**config.mk**
```make
export PLATFORM = sky130hd
export DESIGN_NAME = hazard_ctrl
export DESIGN_NICKNAME = d
export VERILOG_FILES = /design/src/rtl/hazard_ctrl_pkg.sv /design/src/rtl/hazard_fwd_sel.sv /design/src/rtl/hazard_ctrl.sv
export SDC_FILE = /design/constraint.sdc
export NUM_CORES = 1
export LEC_CHECK = 0
export ABC_AREA = 1
export BUFFER_PORTS_ARGS = -buffer_cell sky130_fd_sc_hd__buf_4
export CORE_MARGIN = 4
export CORE_UTILIZATION = 25
export DETAILED_ROUTE_END_ITERATION = 16
export GPL_ROUTABILITY_DRIVEN = 0
export PLACE_DENSITY = 0.53
export SYNTH_ARGS = -nofsm -noshare
export SYNTH_HDL_FRONTEND = slang
export SYNTH_HIERARCHICAL = 1
export SYNTH_SLANG_ARGS = --single-unit
```
**constraint.sdc**
```tcl
create_clock -name clk -period 8 [get_ports clk]
set_input_delay 1.6 -clock clk [delete_from_list [all_inputs] [get_ports clk]]
set_output_delay 1.6 -clock clk [all_outputs]
set_load 0.02 [all_outputs]
```
**src/rtl/hazard_ctrl_pkg.sv**
```systemverilog
// Shared constants for the ID-stage hazard / forwarding controller.
package hazard_ctrl_pkg;

  // Default register-specifier width (32 architectural registers).
  localparam int REG_ADDR_W_DEFAULT = 5;

  // EX-stage operand mux selects.
  localparam logic [1:0] FWD_NONE = 2'b00;  // register file / ID/EX value
  localparam logic [1:0] FWD_WB   = 2'b01;  // MEM/WB write-back value
  localparam logic [1:0] FWD_MEM  = 2'b10;  // EX/MEM ALU result

  // Stall FSM encoding.
  localparam logic [0:0] ST_RUN  = 1'b0;
  localparam logic [0:0] ST_HOLD = 1'b1;

  // Number of stall cycles a hazard needs (0, 1 or 2).
  typedef logic [1:0] need_t;
  localparam need_t NEED_NONE = 2'd0;
  localparam need_t NEED_ONE  = 2'd1;
  localparam need_t NEED_TWO  = 2'd2;

endpackage

```
**src/rtl/hazard_fwd_sel.sv**
```systemverilog
// Three-way priority forwarding select for one EX-stage operand.
// EX/MEM beats MEM/WB because it carries the younger result.
module hazard_fwd_sel
  import hazard_ctrl_pkg::*;
#(
  parameter int REG_ADDR_W = REG_ADDR_W_DEFAULT
) (
  input  logic [REG_ADDR_W-1:0] src,
  input  logic                  mem_regwrite,
  input  logic [REG_ADDR_W-1:0] mem_rd,
  input  logic                  wb_regwrite,
  input  logic [REG_ADDR_W-1:0] wb_rd,
  output logic [1:0]            sel,
  output logic                  mem_hit
);

  logic wb_hit;

  // Register 0 is hard-wired zero, so a write to it never forwards.
  always_comb begin
    mem_hit = mem_regwrite && (mem_rd != '0) && (mem_rd == src);
    wb_hit  = wb_regwrite  && (wb_rd  != '0) && (wb_rd  == src);
    if (mem_hit)     sel = FWD_MEM;
    else if (wb_hit) sel = FWD_WB;
    else             sel = FWD_NONE;
  end

endmodule

```
**src/rtl/hazard_ctrl.sv**
```systemverilog
// ID-stage hazard controller for the 5-stage MIPS pipeline: forwarding
// selects for the EX ALU muxes and the ID branch comparator, stall /
// bubble / flush controls, and saturating stall and flush counters.
module hazard_ctrl
  import hazard_ctrl_pkg::*;
#(
  parameter int REG_ADDR_W = REG_ADDR_W_DEFAULT,
  parameter int CNT_W      = 32
) (
  input  logic                  clk,
  input  logic                  reset,
  input  logic [REG_ADDR_W-1:0] id_rs,
  input  logic [REG_ADDR_W-1:0] id_rt,
  input  logic                  id_uses_rt,
  input  logic                  id_is_branch,
  input  logic                  id_branch_taken,
  input  logic [REG_ADDR_W-1:0] ex_rs,
  input  logic [REG_ADDR_W-1:0] ex_rt,
  input  logic                  ex_regwrite,
  input  logic                  ex_memread,
  input  logic [REG_ADDR_W-1:0] ex_rd,
  input  logic                  mem_regwrite,
  input  logic                  mem_memread,
  input  logic [REG_ADDR_W-1:0] mem_rd,
  input  logic                  wb_regwrite,
  input  logic [REG_ADDR_W-1:0] wb_rd,
  output logic [1:0]            fwd_ex_a,
  output logic [1:0]            fwd_ex_b,
  output logic                  fwd_id_a,
  output logic                  fwd_id_b,
  output logic                  pc_write,
  output logic                  ifid_write,
  output logic                  idex_bubble,
  output logic                  ifid_flush,
  output logic [CNT_W-1:0]      stall_count,
  output logic [CNT_W-1:0]      flush_count
);

  logic [1:0] sel_a, sel_b;
  logic       unused_hit_a, unused_hit_b;
  logic       mem_fwd_ok;
  logic       ex_match, mem_match;
  need_t      need;
  logic [0:0] state, state_nxt;
  logic       stall, flush;

  hazard_fwd_sel #(.REG_ADDR_W(REG_ADDR_W)) u_fwd_a (
    .src          (ex_rs),
    .mem_regwrite (mem_regwrite),
    .mem_rd       (mem_rd),
    .wb_regwrite  (wb_regwrite),
    .wb_rd        (wb_rd),
    .sel          (sel_a),
    .mem_hit      (unused_hit_a)
  );

  hazard_fwd_sel #(.REG_ADDR_W(REG_ADDR_W)) u_fwd_b (
    .src          (ex_rt),
    .mem_regwrite (mem_regwrite),
    .mem_rd       (mem_rd),
    .wb_regwrite  (wb_regwrite),
    .wb_rd        (wb_rd),
    .sel          (sel_b),
    .mem_hit      (unused_hit_b)
  );

  // Branch-comparator forwarding: only the EX/MEM ALU result is usable in ID
  // (a load's data is not ready yet, and WB is covered by write-before-read).
  always_comb begin
    mem_fwd_ok = mem_regwrite && !mem_memread && (mem_rd != '0);
    fwd_id_a   = !reset && mem_fwd_ok && (mem_rd == id_rs);
    fwd_id_b   = !reset && mem_fwd_ok && id_uses_rt && (mem_rd == id_rt);
    fwd_ex_a   = reset ? FWD_NONE : sel_a;
    fwd_ex_b   = reset ? FWD_NONE : sel_b;
  end

  // Does the ID instruction read the destination of an older instruction?
  always_comb begin
    ex_match  = (ex_rd != '0) &&
                ((ex_rd == id_rs) || (id_uses_rt && (ex_rd == id_rt)));
    mem_match = (mem_rd != '0) &&
                ((mem_rd == id_rs) || (id_uses_rt && (mem_rd == id_rt)));
  end

  // Stall cycles required: a load feeding a branch needs two (data only
  // reaches WB), anything else forwarding cannot cover needs one.
  always_comb begin
    need = NEED_NONE;
    if (ex_memread && ex_match && id_is_branch)
      need = NEED_TWO;
    else if ((ex_memread && ex_match) ||
             (id_is_branch && ex_regwrite && ex_match) ||
             (id_is_branch && mem_memread && mem_match))
      need = NEED_ONE;
  end

  // Mealy stall: asserted the cycle the hazard is seen, plus one HOLD cycle
  // for the two-cycle case during which hazard inputs are ignored.
  always_comb begin
    stall     = !reset && ((state == ST_HOLD) || (need != NEED_NONE));
    state_nxt = ((state == ST_RUN) && (need == NEED_TWO)) ? ST_HOLD : ST_RUN;
  end

  // Pipeline register controls; a stalled branch must not flush yet.
  always_comb begin
    flush       = !reset && id_is_branch && id_branch_taken && !stall;
    pc_write    = !stall;
    ifid_write  = !stall;
    idex_bubble = stall;
    ifid_flush  = flush;
  end

  // Stall FSM state register.
  always_ff @(posedge clk or posedge reset) begin
    if (reset) state <= ST_RUN;
    else       state <= state_nxt;
  end

  // Saturating performance counters.
  always_ff @(posedge clk or posedge reset) begin
    if (reset) begin
      stall_count <= '0;
      flush_count <= '0;
    end else begin
      if (stall && !(&stall_count)) stall_count <= stall_count + CNT_W'(1);
      if (flush && !(&flush_count)) flush_count <= flush_count + CNT_W'(1);
    end
  end

endmodule

```
==> impl_metrics.py <==
metrics = {
    "run_status": {
        "status": "finished clean",
    },
    "clock_tree": {
        "clock_latency_ns": 0.34,
        "cts_root_buf": "clkbuf_16",
        "cts.repair.resized": 0,
        "path_clk_slew_ns": 0.05,
        "cts_hold_repair.buffers": 0,
        "cts_max_path_buffers": 2,
        "cts-buffers-inserted": 9,
        "cts_tree": "yes",
        "post_cts_buffers": 0,
        "h-tree-depth": 3,
        "cts_num_sinks": 65,
    },
    "sta": {
        "fin_crit_sh": 0.6179,
        "fin_tns_setup_ns": 0,
        "fmax_ghz": 0.2023,
        "finalHoldWorstSlack_ns": 0.5319,
        "maxSlewViolCount": 0,
        "rsz0062_at_grt": "false",
        "tightest_slew_ns": 0.9553,
        "hold_viol_final": 0,
        "max_slew_margin": 0.3616,
        "finalCriticalPeriod_ns": 4.943,
        "setup_viol": 0,
        "skew_ns": 0.006799,
    },
    "floorplanning": {
        "die_height_microns": 157.1,
        "rows": 54,
        "die_area_sq_um": 24660,
        "initial_core_util": 0.2545,
        "coreArea_sq_um": 21820,
        "top_level_ports": 119,
        "die-width_microns": 157.1,
    },
    "global_route": {
        "grt-ovfl-total": 0,
        "met1_usage": 0.1887,
        "first_global_vias": 5581,
        "antenna_found_initial": 0,
        "grt_max_degree": 65,
        "grtUsageTotal": 0.1439,
        "grt_pass1_wl_microns": 28840,
        "grt.busiest_layer": "met2",
        "met2_usage": 0.2471,
        "grt.met3_usage": 0.02585,
    },
    "synth": {
        "netlist_area_sq_um": 5554,
        "yosysUniqueCellTypes": 31,
        "syn_avg_cell_area_sq_um": 6.234,
        "syn_inst": 891,
        "synth_top_cell_by_area": "dfrtp_1",
        "synth_top_area_frac": 0.2929,
        "synth.ff_latch_count": 65,
        "seq_area_frac_synth": 0.2929,
        "ys_warn_count": 6,
        "ys_top_cells_by_area": "dfrtp_1 29%, nand2_1 24%, nand4_1 8.1%",
        "synth_nets": 938,
    },
    "worst_setup_path": {
        "crit_arrival_ns": 3.34,
        "worst-setup-path-type": "in -> out",
        "path_max_fanout": 34,
        "critPathRequiredTime_ns": 6.40,
        "cp-start-kind": "primary input",
        "reg2reg_depth": 9,
        "end_kind": "output port",
    },
    "routing": {
        "drt-initial-drc-count": 343,
        "via_per_inst": 4.663,
        "routed_wl_microns": 17850,
        "wl_per_cell_microns": 13.95,
        "drc": 0,
        "drt_pre_antenna_iters": 5,
        "vias": 5968,
        "drtAntennaViolNets": 0,
    },
    "placed_design": {
        "hpwl_microns": 13460,
        "io_buffer_count": 118,
    },
    "finish": {
        "drive_gt1_frac": 0.1920,
        "fin_nets": 1042,
        "utilization": 0.3196,
        "num_antenna_cells": 0,
        "area_growth_pct": 25.57,
    },
    "power_and_ir_drop": {
        "cellPowerDensity_nw_per_um2": 145.6,
        "ir_drop_uv": 96.45,
        "p_leak_nw": 3.652,
        "power_w": 0.001015,
    },
    "job": {
        "cap_violations": 0,
    },
    "min_path": {
        "hp-class": "reg -> reg",
        "hold_depth": 2,
    },
}
==> logic make-up (layout without fill, tap and decap cells) <==
family | Yosys count | count (layout) | synth area share
buffers and inverters | 118 | 227 | 0.09371
XOR/XNOR | 42 | 42 | 0.06623
flip-flops | 65 | 65 | 0.2929
AND/OR/NAND/NOR | 652 | 652 | 0.5310
AO/OA/AOI/OAI | 12 | 12 | 0.01171
adder cells (fa/ha/maj) | 2 | 2 | 0.004505
==> Yosys cell counts (all sizes together) <==
cell / number
inv: 91
xor2: 32
nand3: 38
nand4: 74
dfrtp: 65
nand2: 382
nand3b: 17
a21oi: 4
nor3: 26
a21boi: 2
clkbuf: 3
ha: 2
xnor2: 10
buf: 24
o21ai: 6
nor2: 115
==> flip-flops by register name, summed over array words and instances (netlist names) <==
name	count
flush_count	32
stall_count	32
state	1
==> layout make-up <==
class                      count  area [sq um]
timing repair buffer         120         900.9
fill                        2369         14850
clock buffer                  11         242.7
inverter                      91         344.1
sequential                    65          1627
tap                          280         350.3
multi-input combinational    708          3407
clock inverter                 5         102.6
==> power by group <==
| part | internal [W] | total (W) | switching (W) |
|---|---|---|---|
| sequential | 0.000344 | 0.000373 | 0.0000296 |
| clock | 0.000312 | 0.000463 | 0.000151 |
| combinational | 0.0000666 | 0.000179 | 0.000112 |
| total | 0.000723 | 0.00102 | 0.000293 |
==> placed cells by master (no fill, tap or decap), types with 2 or more instances in the layout <==
cell type,netlist,routed
a21boi_0,2,2
a21oi_1,4,4
buf_4,6,120
bufinv_16,0,3
clkbuf_16,0,9
dfrtp_1,65,65
ha_1,2,2
inv_1,78,78
inv_2,13,12
nand2_1,358,358
nand2_2,23,23
nand3_1,35,35
nand3_4,2,2
nand3b_1,16,16
nand4_1,72,72
nand4_2,2,2
nor2_1,107,107
nor2_2,7,7
nor3_1,20,20
nor3_2,5,5
o21ai_0,6,6
xnor2_1,10,10
xor2_1,32,32
==> worst max-delay path, cell delays in order <==
cell and delay [ns]:
buf_4 0.16, inv_2 0.09, nand2_1 0.05, nand2_1 0.06
nor2_1 0.05, nand3_1 0.10, nand2_1 0.09, nand2_1 0.10
nand3_2 0.59, nor2_1 0.27, buf_4 0.19
==> path summary, 6_finish.rpt <==
kind                                              from                           to  slack [ns]
min                        stall_count[31]$_DFFE_PP0P_  stall_count[31]$_DFFE_PP0P_        0.53
max in group asynchronous                        reset  stall_count[24]$_DFFE_PP0P_        5.57
max reg2reg                 flush_count[0]$_DFFE_PP0P_   flush_count[1]$_DFFE_PP0P_        4.47
max                                          mem_rd[3]                   ifid_flush        3.06
min in group asynchronous                        reset              state$_DFF_PP0_        1.34
min reg2reg                stall_count[31]$_DFFE_PP0P_  stall_count[31]$_DFFE_PP0P_        0.53
==> through the flow <==
stage,instance area (sq um),worst slack [ns],std cells
after floorplan,5554,3.492,891
after global placement,6629,3.038,1264
after detailed placement,6629,3.045,1264
after CTS,6974,3.040,1280
after global routing,6974,2.850,1280
final,6974,3.057,1280
==> metal layers <==
layer	wire length (microns)	part of all wire	up-vias
met5	0	0	-
met4	327	0.018	0
met3	713	0.040	26
met2	8706	0.49	140
met1	8104	0.45	2764
li1	-	-	3038
(Power assumes the default switching activity.)
